===== src/rtl/regfile_dump_sequencer_if.sv =====
// Purpose: groups the start/abort control, register-file read port and the
//          byte stream toward the UART into one bundle.
// Ports:   master = sequencer side (drives rd_addr, tx_*, busy, done);
//          slave  = environment side (drives start, abort, rd_data, tx_ready).
interface regfile_dump_sequencer_if;
  logic        start;
  logic        abort;
  logic [4:0]  rd_addr;
  logic [31:0] rd_data;
  logic [7:0]  tx_data;
  logic        tx_valid;
  logic        tx_ready;
  logic        busy;
  logic        done;

  modport master (
    input  start, abort, rd_data, tx_ready,
    output rd_addr, tx_data, tx_valid, busy, done
  );

  modport slave (
    output start, abort, rd_data, tx_ready,
    input  rd_addr, tx_data, tx_valid, busy, done
  );
endinterface


===== src/rtl/regfile_dump_sequencer.sv =====
// Purpose: dumps NUM_REGS 32-bit registers as a byte frame
//          (HEADER, data bytes little-endian, XOR checksum) toward a UART.
// Latency: first byte valid one cycle after start; one LOAD bubble per register.
// Backpressure: tx_valid/tx_data held until tx_ready; abort/reset drop the frame.
// Ports:   clk, reset (async, active-high); bus = regfile_dump_sequencer_if.master
//          carrying start/abort, rd_addr/rd_data, tx_data/tx_valid/tx_ready,
//          busy and the one-cycle done pulse.
module regfile_dump_sequencer #(
  parameter int         NUM_REGS = 32,
  parameter logic [7:0] HEADER   = 8'hA5
) (
  input logic                        clk,
  input logic                        reset,
  regfile_dump_sequencer_if.master   bus
);

  typedef enum logic [2:0] {
    S_IDLE = 3'd0,
    S_HDR  = 3'd1,
    S_LOAD = 3'd2,
    S_DATA = 3'd3,
    S_CSUM = 3'd4
  } state_t;

  localparam logic [4:0] LAST_IDX = 5'(NUM_REGS - 1);

  state_t      state_q;
  logic [4:0]  idx_q;
  logic [1:0]  cnt_q;
  logic [31:0] shadow_q;
  logic [7:0]  csum_q;
  logic [7:0]  tx_data_q;
  logic        tx_valid_q;
  logic [4:0]  rd_addr_q;
  logic        busy_q;
  logic        done_q;

  // Derived next values used by the state machine.
  logic        xfer_d;
  logic [7:0]  csum_d;
  logic [1:0]  cnt_inc_d;
  logic [4:0]  byte_base_d;
  logic [7:0]  next_byte_d;

  assign xfer_d      = tx_valid_q & bus.tx_ready;
  // Checksum folds in the byte being transferred this cycle.
  assign csum_d      = csum_q ^ tx_data_q;
  assign cnt_inc_d   = cnt_q + 2'd1;
  assign byte_base_d = {cnt_inc_d, 3'b000};
  // Bytes after the first come from the shadow, never from live rd_data.
  assign next_byte_d = shadow_q[byte_base_d +: 8];

  always_ff @(posedge clk or posedge reset) begin
    if (reset) begin
      state_q    <= S_IDLE;
      idx_q      <= 5'd0;
      cnt_q      <= 2'd0;
      shadow_q   <= 32'd0;
      csum_q     <= 8'd0;
      tx_data_q  <= 8'd0;
      tx_valid_q <= 1'b0;
      rd_addr_q  <= 5'd0;
      busy_q     <= 1'b0;
      done_q     <= 1'b0;
    end else begin
      done_q <= 1'b0;
      if (bus.abort && (state_q != S_IDLE)) begin
        // Abort beats a transfer on the same edge: the byte is dropped.
        state_q    <= S_IDLE;
        tx_valid_q <= 1'b0;
        tx_data_q  <= 8'd0;
        rd_addr_q  <= 5'd0;
        busy_q     <= 1'b0;
      end else begin
        case (state_q)
          S_IDLE: begin
            if (bus.start) begin
              state_q    <= S_HDR;
              tx_valid_q <= 1'b1;
              tx_data_q  <= HEADER;
              busy_q     <= 1'b1;
              csum_q     <= 8'd0;
              idx_q      <= 5'd0;
              cnt_q      <= 2'd0;
            end
          end
          S_HDR: begin
            if (xfer_d) begin
              state_q    <= S_LOAD;
              tx_valid_q <= 1'b0;
              idx_q      <= 5'd0;
              rd_addr_q  <= 5'd0;
            end
          end
          S_LOAD: begin
            // rd_addr already equals idx; capture the whole word once.
            shadow_q   <= bus.rd_data;
            tx_data_q  <= bus.rd_data[7:0];
            tx_valid_q <= 1'b1;
            cnt_q      <= 2'd0;
            state_q    <= S_DATA;
          end
          S_DATA: begin
            if (xfer_d) begin
              csum_q <= csum_d;
              if (cnt_q == 2'd3) begin
                if (idx_q == LAST_IDX) begin
                  state_q   <= S_CSUM;
                  tx_data_q <= csum_d;
                end else begin
                  state_q    <= S_LOAD;
                  tx_valid_q <= 1'b0;
                  idx_q      <= idx_q + 5'd1;
                  rd_addr_q  <= idx_q + 5'd1;
                end
              end else begin
                cnt_q     <= cnt_inc_d;
                tx_data_q <= next_byte_d;
              end
            end
          end
          S_CSUM: begin
            if (xfer_d) begin
              state_q    <= S_IDLE;
              tx_valid_q <= 1'b0;
              tx_data_q  <= 8'd0;
              rd_addr_q  <= 5'd0;
              busy_q     <= 1'b0;
              done_q     <= 1'b1;
            end
          end
          default: begin
            state_q    <= S_IDLE;
            tx_valid_q <= 1'b0;
            busy_q     <= 1'b0;
          end
        endcase
      end
    end
  end

  assign bus.rd_addr  = rd_addr_q;
  assign bus.tx_data  = tx_data_q;
  assign bus.tx_valid = tx_valid_q;
  assign bus.busy     = busy_q;
  assign bus.done     = done_q;

endmodule

===== src/flat_wrapper.sv =====
// flat-port wrapper written by rule: the top's interface ports become plain ports
module regfile_dump_sequencer_flat 
#(
  parameter int         NUM_REGS = 32,
  parameter logic [7:0] HEADER   = 8'hA5
)
  (clk, reset, bus_start, bus_abort, bus_rd_data, bus_tx_ready, bus_rd_addr, bus_tx_data, bus_tx_valid, bus_busy, bus_done);
  regfile_dump_sequencer_if bus_i ();
  input logic clk;
  input logic reset;
  input wire logic [$bits(bus_i.start)-1:0] bus_start;
  input wire logic [$bits(bus_i.abort)-1:0] bus_abort;
  input wire logic [$bits(bus_i.rd_data)-1:0] bus_rd_data;
  input wire logic [$bits(bus_i.tx_ready)-1:0] bus_tx_ready;
  output wire logic [$bits(bus_i.rd_addr)-1:0] bus_rd_addr;
  output wire logic [$bits(bus_i.tx_data)-1:0] bus_tx_data;
  output wire logic [$bits(bus_i.tx_valid)-1:0] bus_tx_valid;
  output wire logic [$bits(bus_i.busy)-1:0] bus_busy;
  output wire logic [$bits(bus_i.done)-1:0] bus_done;
  assign bus_i.start = bus_start;
  assign bus_i.abort = bus_abort;
  assign bus_i.rd_data = bus_rd_data;
  assign bus_i.tx_ready = bus_tx_ready;
  assign bus_rd_addr = bus_i.rd_addr;
  assign bus_tx_data = bus_i.tx_data;
  assign bus_tx_valid = bus_i.tx_valid;
  assign bus_busy = bus_i.busy;
  assign bus_done = bus_i.done;
  regfile_dump_sequencer #(.NUM_REGS(NUM_REGS), .HEADER(HEADER)) u_core (.clk(clk), .reset(reset), .bus(bus_i));
endmodule

===== config.mk =====
export PLATFORM = sky130hd
export DESIGN_NAME = regfile_dump_sequencer_flat
export DESIGN_NICKNAME = d
export VERILOG_FILES = /design/src/rtl/regfile_dump_sequencer_if.sv /design/src/rtl/regfile_dump_sequencer.sv /design/src/flat_wrapper.sv
export SDC_FILE = /design/constraint.sdc
export NUM_CORES = 1
export LEC_CHECK = 0
export ABC_AREA = 1
export BUFFER_PORTS_ARGS = -buffer_cell sky130_fd_sc_hd__buf_4
export CORE_MARGIN = 4
export CORE_UTILIZATION = 55
export DETAILED_ROUTE_END_ITERATION = 7
export GPL_ROUTABILITY_DRIVEN = 0
export PLACE_DENSITY = 0.89
export SYNTH_ARGS = -nofsm -noshare
export SYNTH_HDL_FRONTEND = slang
export SYNTH_SLANG_ARGS = --single-unit

===== constraint.sdc =====
create_clock -name clk -period 2.69 [get_ports clk]
set_input_delay 0.538 -clock clk [delete_from_list [all_inputs] [get_ports clk]]
set_output_delay 0.538 -clock clk [all_outputs]
set_load 0.005 [all_outputs]

==> out/metrics.json <==
{
  "number_of_endpoints_with_negative_hold_slack_in_the_final_report": {"value": 0},
  "mappedNetlistArea": {"value": 0.00364, "unit": "mm2"},
  "placed_cells_incl_taps": {"value": 621},
  "synth_nets": {"value": 546},
  "multi_input_area": {"value": 0.00164, "unit": "mm2"},
  "yosysMostFrequentCell": {"value": "nand2_1"},
  "io_buffer_count": {"value": 52},
  "yosys-mux-area-fraction": {"value": 0, "unit": "%"},
  "post_layout_nonfiller_instances": {"value": 637},
  "timing.final.ws_setup": {"value": 626, "unit": "ps"},
  "status": {"value": "finished, final reports clean"},
  "i_o_pin_count": {"value": 53},
  "vias_in_the_first_global_route": {"value": 3352},
  "cts_max_level": {"value": 3},
  "placementRows": {"value": 29},
  "worst-endpoint-required": {"value": 2890, "unit": "ps"},
  "antenna_nets_post_route": {"value": 0},
  "yosys.area_share.adder": {"value": 1.03, "unit": "%"},
  "ys_seq_elements": {"value": 66},
  "clkSlewWorstSetupHoldPaths": {"value": 80, "unit": "ps"},
  "vdd_drop_max": {"value": 590, "unit": "uV"},
  "unrepaired_setup_endpoints_after_global_routing": {"value": "false"},
  "timing.reg2reg.worst_path_depth": {"value": 5},
  "initial_core_util": {"value": 57.1, "unit": "%"},
  "timing_max_transition_violations_final": {"value": 0},
  "drt_wirelength": {"value": 8.89, "unit": "mm"},
  "maxClockFrequency": {"value": 484, "unit": "MHz"},
  "final.min_clock_period": {"value": 2060, "unit": "ps"},
  "cts_resized": {"value": 0},
  "clock_insertion_delay_worst_skew": {"value": 350, "unit": "ps"},
  "worst_hold_path_type": {"value": "in2async"},
  "avgSynthCellArea": {"value": 7.20, "unit": "um2"},
  "power.static_leakage": {"value": 2.30, "unit": "nW"},
  "final_sum_of_negative_setup_slack": {"value": 0, "unit": "ps"},
  "crit_path_max_fanout": {"value": 56},
  "synth_area_leader_cell": {"value": "dfrtp_1"},
  "synthDominantCellAreaShare": {"value": 45.3, "unit": "%"},
  "vias_per_cell": {"value": 5.37},
  "final_net_count": {"value": 595},
  "worstSetupStartpointType": {"value": "flip-flop"},
  "fraction_of_synthesized_cell_area_in_xor_and_xnor_cells": {"value": 0.481, "unit": "%"},
  "min_period_over_period": {"value": 76.7, "unit": "%"},
  "pin_count_of_the_biggest_net_entering_global_routing": {"value": 57},
  "first_pass_grt_wire_length": {"value": 14.8, "unit": "mm"},
  "worst-slew-pin-transition": {"value": 755, "unit": "ps"},
  "cts_tree": {"value": "built"},
  "postSynthCellCount": {"value": 506},
  "ctsRootBufferMaster": {"value": "clkbuf_8"},
  "yosys_warnings": {"value": 0},
  "postCtsHoldBufs": {"value": 0},
  "number_of_antenna_violations_at_the_first_check_in_global_routing": {"value": 0},
  "synth_simple_gate_area_share": {"value": 35.5, "unit": "%"},
  "die_height": {"value": 89.4, "unit": "um"},
  "sink_count_of_the_clock_tree": {"value": 66},
  "fill_cells": {"value": 525},
  "synth-edff-count": {"value": 0},
  "worst_ep_arrival_time": {"value": 2260, "unit": "ps"},
  "pre_cts_ws": {"value": 671, "unit": "ps"},
  "combinational_family_with_the_most_area_after_synthesis": {"value": "simple AND/OR/NAND/NOR gates"},
  "drc_errors": {"value": 0},
  "top_ff_cell_synth": {"value": "dfrtp_1"},
  "synthTopCellsByArea": {"value": "dfrtp_1, nand2_1, inv_1, nand3_1, nor2_1"},
  "area_delta_synth_final": {"value": 18.3, "unit": "%"},
  "setup.worst_path.end_class": {"value": "flip-flop"},
  "synthDistinctLibCells": {"value": 31},
  "post-cts-setup-buffers": {"value": 0},
  "synth_compound_area_share": {"value": 7.86, "unit": "%"},
  "ff_latch_area": {"value": 0.00165, "unit": "mm2"},
  "drt_pass1_iterations": {"value": 5},
  "grt.overflow.total": {"value": 0},
  "drt-initial-drc-count": {"value": 206},
  "synth_sequential_area_ratio": {"value": 45.3, "unit": "%"},
  "post_synth_most_frequent_cells": {"value": "nand2_1, dfrtp_1, inv_1"},
  "chipWidth": {"value": 89.4, "unit": "um"},
  "gr-usage-all-layers": {"value": 24.1, "unit": "%"},
  "wire_per_inst": {"value": 14.0, "unit": "um"},
  "path_class": {"value": "reg2reg"},
  "final.setup_skew": {"value": 11.2, "unit": "ps"},
  "final_layout_size_suffix_gt1_share": {"value": 16.8, "unit": "%"},
  "slew_headroom": {"value": 49.6, "unit": "%"},
  "design.die.area": {"value": 0.00799, "unit": "mm2"},
  "setup_violations": {"value": 0},
  "maxCapViolations": {"value": 0},
  "synth_async_sr_flop_share": {"value": 100, "unit": "%"},
  "post-dp-hpwl": {"value": 6.32, "unit": "mm"},
  "n_antenna_cell": {"value": 0},
  "routed-via-count": {"value": 3419},
  "power_density": {"value": 1110, "unit": "mW/mm2"},
  "core_region_area": {"value": 0.00639, "unit": "mm2"},
  "clk_buf_depth": {"value": 2},
  "numCtsBuffers": {"value": 9}
}
==> placed cells by master, fill, tap and decap left out, types with 2 or more instances in the layout <==
| cell | instances |
|---|---|
| nor3_1 | 2 |
| o21ai_1 | 21 |
| nand4_1 | 5 |
| a21oi_1 | 9 |
| nor2_1 | 42 |
| nand2_2 | 6 |
| clkinvlp_4 | 2 |
| nand2_1 | 193 |
| inv_2 | 5 |
| nand3_1 | 34 |
| clkbuf_8 | 10 |
| ha_1 | 3 |
| nand3_2 | 2 |
| nand3b_1 | 2 |
| buf_4 | 53 |
| o21ai_0 | 24 |
| nor2_4 | 5 |
| inv_1 | 61 |
| dfrtp_1 | 66 |
| bufinv_16 | 3 |
==> power by group <==
part / switching, mW / total (mW) / leakage, nW / internal [mW]
combinational: 1.41 / 2.13 / 1.33 / 0.728
clock: 0.410 / 1.05 / 0.119 / 0.642
sequential: 0.239 / 1.61 / 0.850 / 1.38
total: 2.06 / 4.80 / 2.30 / 2.75
==> state kept, by name, indices dropped and copies added, names as in the netlist <==
| register | cells |
|---|---|
| u_core.csum_q | 8 |
| u_core.bus.rd_addr | 5 |
| u_core.cnt_q | 2 |
| u_core.bus.tx_data | 8 |
| u_core.idx_q | 5 |
| u_core.bus.done | 1 |
| u_core.shadow_q | 32 |
| u_core.bus.busy | 1 |
| u_core.bus.tx_valid | 1 |
| u_core.state_q | 3 |
==> cells by family after synthesis <==
logic type	after synthesis
flip-flops	66
buffers and inverters	84
adder cells (fa/ha/maj)	3
AO/OA/AOI/OAI	55
AND/OR/NAND/NOR	296
XOR/XNOR	2
==> layout make-up <==
type | count | share of cell area (%)
Multi-Input combinational cell | 356 | 37.9
Sequential cell | 66 | 38.3
Clock buffer | 10 | 3.19
Inverter | 68 | 5.98
Timing Repair Buffer | 54 | 9.70
Clock inverter | 6 | 2.64
Tap cell | 77 | 2.24
==> worst paths after layout <==
path	start	to	slack, ps
setup / recovery	u_core.state_q[1]$_DFFE_PP0P_	u_core.shadow_q[27]$_DFFE_PP0P_	630
hold / removal	reset	u_core.bus.tx_data[4]$_DFFE_PP0P_	260
setup reg to reg	u_core.state_q[1]$_DFFE_PP0P_	u_core.shadow_q[27]$_DFFE_PP0P_	630
hold reg to reg	u_core.cnt_q[1]$_DFFE_PP0P_	u_core.cnt_q[1]$_DFFE_PP0P_	490
max in group asynchronous	reset	u_core.bus.busy$_DFFE_PP0P_	1820
min in group clk	bus_abort	u_core.bus.done$_DFF_PP0_	380
==> worst max-delay path, stage by stage (launching register included) <==
cell     delay (ps)
dfrtp_1         600
inv_1           130
nor2_4          170
nand3_2         200
inv_2           610
o21ai_0         180
==> metal layers <==
metal | global-route usage (%) | up-vias | share of wire (%)
li1 | - | 1660 | -
met1 | 29.5 | 1611 | 41
met2 | 42.5 | 127 | 50
met3 | 3.87 | 21 | 6.5
met4 | 9.34 | 0 | 2.0
met5 | 0 | - | 0
==> stage by stage <==
step	total power, mW	hold slack (ps)	instance area (um2)	util [%]
finish	4.80	260	4310	67.5
global route	5.16	308	4310	67.5
CTS	4.77	273	4310	67.5
detailed placement	3.71	461	4060	63.6
global placement	3.60	458	4060	63.6
floorplan	3.15	446	3640	-
Note: power is estimated with default switching activity, not from simulation.
